===== src/rtl/multicycle_decoder.sv =====
// Sequenced MIPS control decoder: latches one instruction per handshake,
// stalls for multi-cycle MULT and FPU add/sub, and traps on illegal codes.
//
// Ports:
//   clk, reset            clock, synchronous active-high reset
//   instr_valid/ready     instruction handshake; opcode/functcode/fmt in
//   zero                  ALU zero flag (branch resolve in EXEC)
//   fpu_done / fpu_start  FPU completion pulse in / launch pulse out
//   stall, illegal        core stall, sticky trap flag
//   remaining outputs     datapath control set decoded from the IR
module multicycle_decoder #(
  parameter int MULT_CYCLES = 4,
  parameter int ALUOP_W     = 3
) (
  input  logic               clk,
  input  logic               reset,
  input  logic               instr_valid,
  output logic               instr_ready,
  input  logic [5:0]         opcode,
  input  logic [5:0]         functcode,
  input  logic [4:0]         fmt,
  input  logic               zero,
  input  logic               fpu_done,
  output logic               fpu_start,
  output logic               stall,
  output logic               illegal,
  output logic               regWrite,
  output logic               muxA_en,
  output logic               dm_we,
  output logic               multiplyEn,
  output logic               dmDataSelect,
  output logic [1:0]         muxB_en,
  output logic [1:0]         regWriteAddSelect,
  output logic [1:0]         muxPC,
  output logic [1:0]         muxWD3_en,
  output logic [ALUOP_W-1:0] ALUop,
  output logic               floatWriteAddrSelect,
  output logic               floatRegWrite,
  output logic               floatRWSelect
);

  typedef enum logic [2:0] {
    S_IDLE,
    S_EXEC,
    S_MWAIT,
    S_FWAIT,
    S_FWB,
    S_TRAP
  } state_t;

  localparam logic [5:0] OP_RT   = 6'h00;
  localparam logic [5:0] OP_J    = 6'h02;
  localparam logic [5:0] OP_JAL  = 6'h03;
  localparam logic [5:0] OP_BEQ  = 6'h04;
  localparam logic [5:0] OP_BNE  = 6'h05;
  localparam logic [5:0] OP_ADDI = 6'h08;
  localparam logic [5:0] OP_XORI = 6'h0e;
  localparam logic [5:0] OP_FR   = 6'h11;
  localparam logic [5:0] OP_LW   = 6'h23;
  localparam logic [5:0] OP_SW   = 6'h2b;
  localparam logic [5:0] OP_LWC1 = 6'h31;
  localparam logic [5:0] OP_SWC1 = 6'h39;

  localparam logic [5:0] F_JR   = 6'h08;
  localparam logic [5:0] F_MFHI = 6'h10;
  localparam logic [5:0] F_MFLO = 6'h12;
  localparam logic [5:0] F_MULT = 6'h18;
  localparam logic [5:0] F_ADD  = 6'h20;
  localparam logic [5:0] F_SUB  = 6'h22;
  localparam logic [5:0] F_SLT  = 6'h2a;

  localparam logic [4:0] FMT_S = 5'h10;

  localparam logic [ALUOP_W-1:0] A_ADD = ALUOP_W'(0);
  localparam logic [ALUOP_W-1:0] A_SUB = ALUOP_W'(1);
  localparam logic [ALUOP_W-1:0] A_XOR = ALUOP_W'(2);
  localparam logic [ALUOP_W-1:0] A_SLT = ALUOP_W'(3);

  // A one-cycle multiply behaves exactly like any single-cycle op.
  localparam logic MULT_MC = (MULT_CYCLES > 1);

  state_t      r_state;
  logic [16:0] r_ir;
  logic [7:0]  r_cnt;
  logic        r_illegal;

  logic [5:0]  w_op;
  logic [5:0]  w_fn;
  logic [4:0]  w_fmt;
  logic        w_legal;
  logic        w_mult;
  logic        w_fr;
  logic        w_multi;
  logic        w_accept;
  logic [ALUOP_W-1:0] w_fpu_op;

  assign w_op  = r_ir[16:11];
  assign w_fn  = r_ir[10:5];
  assign w_fmt = r_ir[4:0];

  always_comb begin
    w_legal = 1'b1;
    w_mult  = 1'b0;
    w_fr    = 1'b0;
    unique case (w_op)
      OP_RT: begin
        unique case (w_fn)
          F_JR, F_MFHI, F_MFLO,
          F_ADD, F_SUB, F_SLT: w_legal = 1'b1;
          F_MULT:              w_mult  = 1'b1;
          default:             w_legal = 1'b0;
        endcase
      end
      OP_FR: begin
        w_fr    = 1'b1;
        w_legal = (w_fmt == FMT_S) && (w_fn[5:1] == 5'd0);
      end
      OP_J, OP_JAL, OP_BEQ, OP_BNE, OP_ADDI, OP_XORI,
      OP_LW, OP_SW, OP_LWC1, OP_SWC1: w_legal = 1'b1;
      default: w_legal = 1'b0;
    endcase
  end

  assign w_multi  = w_fr || (w_mult && MULT_MC);
  assign w_fpu_op = w_fn[0] ? A_SUB : A_ADD;

  // Only a legal single-cycle op in EXEC frees the slot for the next issue.
  assign instr_ready = (r_state == S_IDLE) ||
                       ((r_state == S_EXEC) && w_legal && !w_multi);
  assign w_accept    = instr_valid && instr_ready;

  always_ff @(posedge clk) begin
    if (reset) begin
      r_state   <= S_IDLE;
      r_ir      <= '0;
      r_cnt     <= '0;
      r_illegal <= 1'b0;
    end else begin
      if (w_accept) r_ir <= {opcode, functcode, fmt};
      unique case (r_state)
        S_IDLE: begin
          if (instr_valid) r_state <= S_EXEC;
        end
        S_EXEC: begin
          if (!w_legal) begin
            r_state   <= S_TRAP;
            r_illegal <= 1'b1;
          end else if (w_fr) begin
            r_state <= S_FWAIT;
          end else if (w_mult && MULT_MC) begin
            r_state <= S_MWAIT;
            r_cnt   <= 8'(MULT_CYCLES - 2);
          end else begin
            r_state <= instr_valid ? S_EXEC : S_IDLE;
          end
        end
        S_MWAIT: begin
          if (r_cnt == 8'd0) r_state <= S_IDLE;
          else               r_cnt   <= r_cnt - 8'd1;
        end
        S_FWAIT: begin
          if (fpu_done) r_state <= S_FWB;
        end
        S_FWB:   r_state <= S_IDLE;
        S_TRAP:  r_state <= S_TRAP;
        default: r_state <= S_IDLE;
      endcase
    end
  end

  assign stall   = (r_state == S_MWAIT) || (r_state == S_FWAIT) ||
                   (r_state == S_FWB)   || (r_state == S_TRAP);
  assign illegal = r_illegal;

  always_comb begin
    regWrite             = 1'b0;
    muxA_en              = 1'b0;
    dm_we                = 1'b0;
    multiplyEn           = 1'b0;
    dmDataSelect         = 1'b0;
    muxB_en              = 2'd0;
    regWriteAddSelect    = 2'd0;
    muxPC                = 2'd0;
    muxWD3_en            = 2'd0;
    ALUop                = A_ADD;
    floatWriteAddrSelect = 1'b0;
    floatRegWrite        = 1'b0;
    floatRWSelect        = 1'b0;
    fpu_start            = 1'b0;
    if ((r_state == S_EXEC) && w_legal) begin
      unique case (w_op)
        OP_RT: begin
          muxB_en           = 2'd1;
          regWriteAddSelect = 2'd2;
          unique case (w_fn)
            F_ADD: begin
              regWrite  = 1'b1;
              muxWD3_en = 2'd1;
              ALUop     = A_ADD;
            end
            F_SUB: begin
              regWrite  = 1'b1;
              muxWD3_en = 2'd1;
              ALUop     = A_SUB;
            end
            F_SLT: begin
              regWrite  = 1'b1;
              muxWD3_en = 2'd1;
              ALUop     = A_SLT;
            end
            F_JR:   muxPC = 2'd2;
            F_MFHI: begin
              regWrite  = 1'b1;
              muxWD3_en = 2'd2;
            end
            F_MFLO: begin
              regWrite  = 1'b1;
              muxWD3_en = 2'd3;
            end
            F_MULT:  multiplyEn = 1'b1;
            default: ;
          endcase
        end
        OP_LW: regWrite = 1'b1;
        OP_SW: dm_we    = 1'b1;
        OP_BEQ: begin
          muxB_en = 2'd1;
          ALUop   = A_SUB;
          muxPC   = zero ? 2'd3 : 2'd0;
        end
        OP_BNE: begin
          muxB_en = 2'd1;
          ALUop   = A_SUB;
          muxPC   = zero ? 2'd0 : 2'd3;
        end
        OP_ADDI: begin
          regWrite  = 1'b1;
          muxWD3_en = 2'd1;
          ALUop     = A_ADD;
        end
        OP_XORI: begin
          regWrite  = 1'b1;
          muxWD3_en = 2'd1;
          ALUop     = A_XOR;
        end
        OP_J: muxPC = 2'd1;
        OP_JAL: begin
          muxPC             = 2'd1;
          regWrite          = 1'b1;
          muxA_en           = 1'b1;
          muxB_en           = 2'd2;
          regWriteAddSelect = 2'd1;
          muxWD3_en         = 2'd1;
        end
        OP_LWC1: begin
          floatWriteAddrSelect = 1'b1;
          floatRegWrite        = 1'b1;
        end
        OP_SWC1: begin
          dm_we        = 1'b1;
          dmDataSelect = 1'b1;
        end
        OP_FR: begin
          fpu_start = 1'b1;
          ALUop     = w_fpu_op;
        end
        default: ;
      endcase
    end else if (r_state == S_FWB) begin
      floatRegWrite     = 1'b1;
      floatRWSelect     = 1'b1;
      regWriteAddSelect = 2'd3;
      ALUop             = w_fpu_op;
    end
  end

endmodule


===== config.mk =====
export PLATFORM = sky130hd
export DESIGN_NAME = multicycle_decoder
export DESIGN_NICKNAME = d
export VERILOG_FILES = /design/src/rtl/multicycle_decoder.sv
export SDC_FILE = /design/constraint.sdc
export NUM_CORES = 1
export LEC_CHECK = 0
export BUFFER_PORTS_ARGS = -buffer_cell sky130_fd_sc_hd__buf_4
export CAP_MARGIN = 20
export CORE_UTILIZATION = 50
export CTS_CLUSTER_DIAMETER = 200
export DETAILED_ROUTE_END_ITERATION = 16
export GPL_ROUTABILITY_DRIVEN = 0
export HOLD_SLACK_MARGIN = 0.1
export PLACE_DENSITY = 0.76
export RECOVER_POWER = 100
export SETUP_SLACK_MARGIN = 0.2
export SLEW_MARGIN = 20
export SYNTH_ARGS = -nofsm -noshare
export SYNTH_HDL_FRONTEND = slang
export SYNTH_SLANG_ARGS = --single-unit
export TNS_END_PERCENT = 30

===== constraint.sdc =====
create_clock -name clk -period 4.65 [get_ports clk]
set_input_delay 0.465 -clock clk [delete_from_list [all_inputs] [get_ports clk]]
set_output_delay 0.465 -clock clk [all_outputs]
set_load 0.02 [all_outputs]

### After elaboration in Yosys (flattened, before gate mapping)

Index checks and enable logic that the tools add are counted.

* multiplexer cells: 52
* add/subtract/negate cells: 1
* equal/unequal tests: 31
* reduce and logical (&&, ||, !) cells: 28
* bitwise logic cells: 1

Operators by type and width (number)
* $eq 6x6->1 const B: 7
* $mux 8: 4
* $eq 6x5->1 const B: 4
* $mux 1: 22
* $mux 2: 10
* $eq 6x4->1 const B: 3
* $pmux 2 s2: 4
* $pmux 2 s4: 2
* $pmux 8 s2: 1
* $mux 3: 5
* $pmux 3 s5: 1
* $ne 2x2->1 const B: 7
* $eq 6x2->1 const B: 2
* $eq 6x3->1 const B: 2
* $reduce_or 10->1: 1
* $reduce_or 3->1: 3
* $logic_not 8->1: 1
* $sub 8x1->8 const B: 1
* $reduce_or 7->1: 1
* $eq 3x2->1 const B: 2
* $eq 3x3->1 const B: 2
* $logic_not 6->1: 1
* $pmux 2 s3: 1
* $reduce_or 2->1: 3
* 16 further kinds: 23

* flip-flop bits (word level): 29
* logic and storage cells: 117
* bits of input ports: 22
* output and inout port bits: 23

### Logic depth before layout (Yosys ltp)

* depth after elaboration: 8
* gate-level depth with buffers: 10
* depth with buffers taken out: 8

### Least setup slack after synthesis

No wires, ideal clock.

* path type: flip-flop to output port
* start point: register r_ir[12]
* end point: output muxPC[0]
* slack: 1.862 ns
* data required time: 4.185 ns
* buffers on the path: 2
* arrival: 2.323 ns
* stages on the path, launching flop included: 8
* cells stage by stage: dfxtp_1 buf_6 nor4_4 and3_1 buf_6 a2bb2oi_2 a21o_1 a2111oi_0

* cells in the longest elaborated chain, start to end: 5
* elaborated cells on any way between the ends: 18
* classes of those cells: 11 x eq/ne; 3 x mux; 4 x reduce/logical

Ends and longest elaborated chain
* start, declared: RTL line 83 `logic [16:0] r_ir;`
* start signal, assigned: RTL line 139 `if (w_accept) r_ir <= {opcode, functcode, fmt};`
* $eq 6x6->1, or another cell as far along: RTL line 105 `unique case (w_op)`
* $reduce_or 10->1: RTL line 105
* $pmux 1 s3: RTL line 105
* $logic_and 1x1->1: RTL line 190 `if ((r_state == S_EXEC) && w_legal) begin`
* $mux 2 (*): RTL line 190
* end, declared: RTL line 34 `output logic [1:0] muxPC,`

Every way passes the cells marked *; elsewhere a longest branch is shown, timed or not.

### Final worst setup path

* start point: register r_ir[15]
* end point: output muxPC[0]

Same word-level chain as after synthesis.

==> metrics.csv <==
stage,metric,value,unit
final_layout,n_antenna_cell,0,
clocking,hold_buffers,0,
logic_synthesis,synthFlopType,dfxtp_1,
worst_setup_path,critPathRequiredTime,4.18,ns
logic_synthesis,synth.distinct_cells,59,
drt,final_antenna_net_count,0,
logic_synthesis,synthesis.nets,275,
die,die-area,4420,um^2
worst_setup_path,worstPathArrival,2.63,ns
drt,wl_per_cell,13.4,um
clocking,ctsResizeCount,0,
timing,rsz0062_at_grt,false,
job,drv_cap,0,
die,die_x,66.5,um
timing,finalSetupTns,0,ns
logic_synthesis,ys_warn_count,0,
global_route,grt_pass1_wl,7380,um
power_and_ir_drop,switching_share,42.7,%
power_and_ir_drop,p_per_area,484,nW/um^2
timing,max_slew.worst_pin.slew,1.22,ns
final_layout,syn_to_final_growth,12.3,%
timing,slew_viol_final,0,
drt,dr.pass1.iters,4,
power_and_ir_drop,p_int,0.648,mW
logic_synthesis,synth_edf_count,0,
global_route,antenna_found_initial,0,
worst_setup_path,reg2reg_depth,7,
min_path,hold-path-endpoint,r_ir[2],
clocking,cts_tree,yes,
power_and_ir_drop,p_seq_share,35.1,%
logic_synthesis,synthCells,250,
final_layout,layout_commonest_cell,nand2b_1,
clocking,clkTransAtPathRegs,0.07,ns
drt,drt-total-wl,4470,um
min_path,whs_path_depth,3,
global_route,grt_pass1_vias,1616,
timing,clock.fmax,323,MHz
drt,vias,1827,
power_and_ir_drop,worst_ir_drop_vdd,0.000200,V
worst_setup_path,reg2reg_from,r_ir[15],
drt,via_per_inst,5.49,
worst_setup_path,critPathLaunchType,register,
logic_synthesis,syn-cell-area,2080,um^2
die,initial_core_util,52.0,%
drt,drtIter0Drc,177,
clocking,clk_latency,0.28,ns
drt,drc,0,
outcome,outcome,finished clean,
logic_synthesis,yosysSeqAreaShare,27.9,%
timing,period_needed,3.09,ns
clocking,clk_path_buf_depth,2,
clocking,cts.sinks,29,
clocking,ctsHtreeMaxLevel,2,
die,coreArea,4000,um^2
worst_setup_path,critPathKind,reg2out,
timing,fin_crit_sh,66.5,%
global_route,grt_usage,21.8,%
worst_setup_path,r2r_slack,1.61,ns
die,row_count,23,
worst_setup_path,reg2reg_to,r_ir[11],
clocking,numCtsBuffers,5,
clocking,cts-root-buf,clkbuf_8,
timing,skew,0.00640,ns
power_and_ir_drop,comb_power_share,44.6,%
power_and_ir_drop,power,1.13,mW
logic_synthesis,ys_ff_latch,29,
final_layout,final_area,2340,um^2
power_and_ir_drop,cellLeakagePower,0.928,nW
global_route,grt_max_degree,41,
final_layout,final_cell_mix,"nand2b_1 (36), dfxtp_1 (29), nor2_1 (23)",
worst_setup_path,crit_fanout,14,
min_path,hold_path_class,in2reg,
die,fp.dieH,66.5,um
min_path,hp-start,fmt[2],
logic_synthesis,async_flop_share,0,%
power_and_ir_drop,power.switching,0.483,mW
logic_synthesis,avgSynthCellArea,8.32,um^2
placed_design,port_buffers,43,
worst_setup_path,cp-end-kind,output pin,
global_route,overflow,0,
final_layout,nets,307,
final_layout,drive_above_1_share,13.8,%
power_and_ir_drop,clockPowerShare,20.3,%
die,io_pins,45,
placed_design,place_area,2350,um^2
clocking,post-cts-setup-buffers,0,
placed_design,place_hpwl,3170,um
timing,hold_violations,0,
timing,setup_violations,0,
timing,slew_headroom,18.8,%
-- worst max-delay path, stage by stage (launching register included) --
cell,delay (ns)
dfxtp_1,0.42
nor2_1,0.40
and3_1,0.34
a2bb2oi_1,0.17
a21o_1,0.35
a2111oi_0,0.39
clkbuf_1,0.28
-- cell usage after synthesis, types with 3 or more instances --
library cell,n,area [um^2]
nand2b_1,36,225
dfxtp_1,29,581
nor2_1,22,82.6
mux2i_1,17,170
nand2_1,11,41.3
a21oi_1,9,45.0
xor2_1,9,78.8
inv_1,8,30.0
buf_2,7,35.0
clkbuf_1,7,26.3
nand3_1,7,35.0
nor3_1,7,35.0
o21ai_0,6,30.0
nand4_1,5,31.3
nor4_1,5,31.3
buf_6,3,33.8
ha_1,3,37.5
nand4b_1,3,26.3
nor2b_1,3,18.8
nor3b_1,3,22.5
o21a_1,3,22.5
xnor2_1,3,26.3
-- kinds of logic (layout without fill, tap and decap cells) --
group                    after synthesis  count (layout)  synth area share, %
XOR/XNOR                              12              12                 5.05
multiplexers                          17              17                 8.18
other                                  1               1                0.180
buffers and inverters                 27              60                 7.34
AND/OR/NAND/NOR                      122             122                 35.4
AO/OA/AOI/OAI                         39              39                 14.1
flip-flops                            29              29                 27.9
adder cells (fa/ha/maj)                3               3                 1.80
-- power by group through the flow --
stage	clock [mW]	sequential, mW	combinational (mW)
after floorplan	0	0.342	0.509
after global placement	0	0.400	0.532
after detailed placement	0	0.402	0.535
after CTS	0.232	0.397	0.542
after global routing	0.244	0.411	0.554
final	0.229	0.397	0.505
-- metrics by stage --
stage / setup WS (ns) / hold slack, ns / cells / util, %
floorplan: 1.86 / 0.452 / 250 / -
global placement: 2.17 / 0.462 / 325 / 58.8
detailed placement: 2.08 / 0.469 / 325 / 58.8
CTS: 1.75 / 0.443 / 333 / 61.3
global route: 1.36 / 0.456 / 333 / 58.4
finish: 1.56 / 0.443 / 333 / 58.4
-- state kept, by name, indices dropped and copies added (netlist names) --
signal	count
r_ir	17
illegal	1
r_state	3
r_cnt	8
-- how the worst max path moves through the flow --
stage	endpoint	from	cells past startpoint	slack, ns
3_5_place_dp	muxPC[0]	r_ir[12]	6	2.08
5_1_grt	ALUop[0]	r_ir[15]	7	1.36
4_1_cts	muxPC[0]	r_ir[12]	6	1.75
6_report	muxPC[0]	r_ir[15]	6	1.56
2_1_floorplan	muxPC[0]	r_ir[12]	7	1.86
3_3_place_gp	ALUop[0]	r_ir[12]	7	2.17
-- per-layer routing --
metal / track usage (%) / up-vias / part of all wire (%)
met5: 0 / - / 0
met4: 7.98 / 0 / 2.1
met3: 4.62 / 10 / 5.3
met2: 34.7 / 65 / 45
met1: 28.6 / 826 / 47
li1: - / 926 / -
-- layout make-up --
class / count / area [um^2]
flip-flops and latches: 29 / 581
multi-input cells: 194 / 1310
clock inverters: 1 / 5.00
fillers: 395 / 1660
inverters: 8 / 30.0
clock buffers: 7 / 96.3
repair buffers: 44 / 248
well taps: 50 / 62.6
Power figures use the tool's default switching activity.
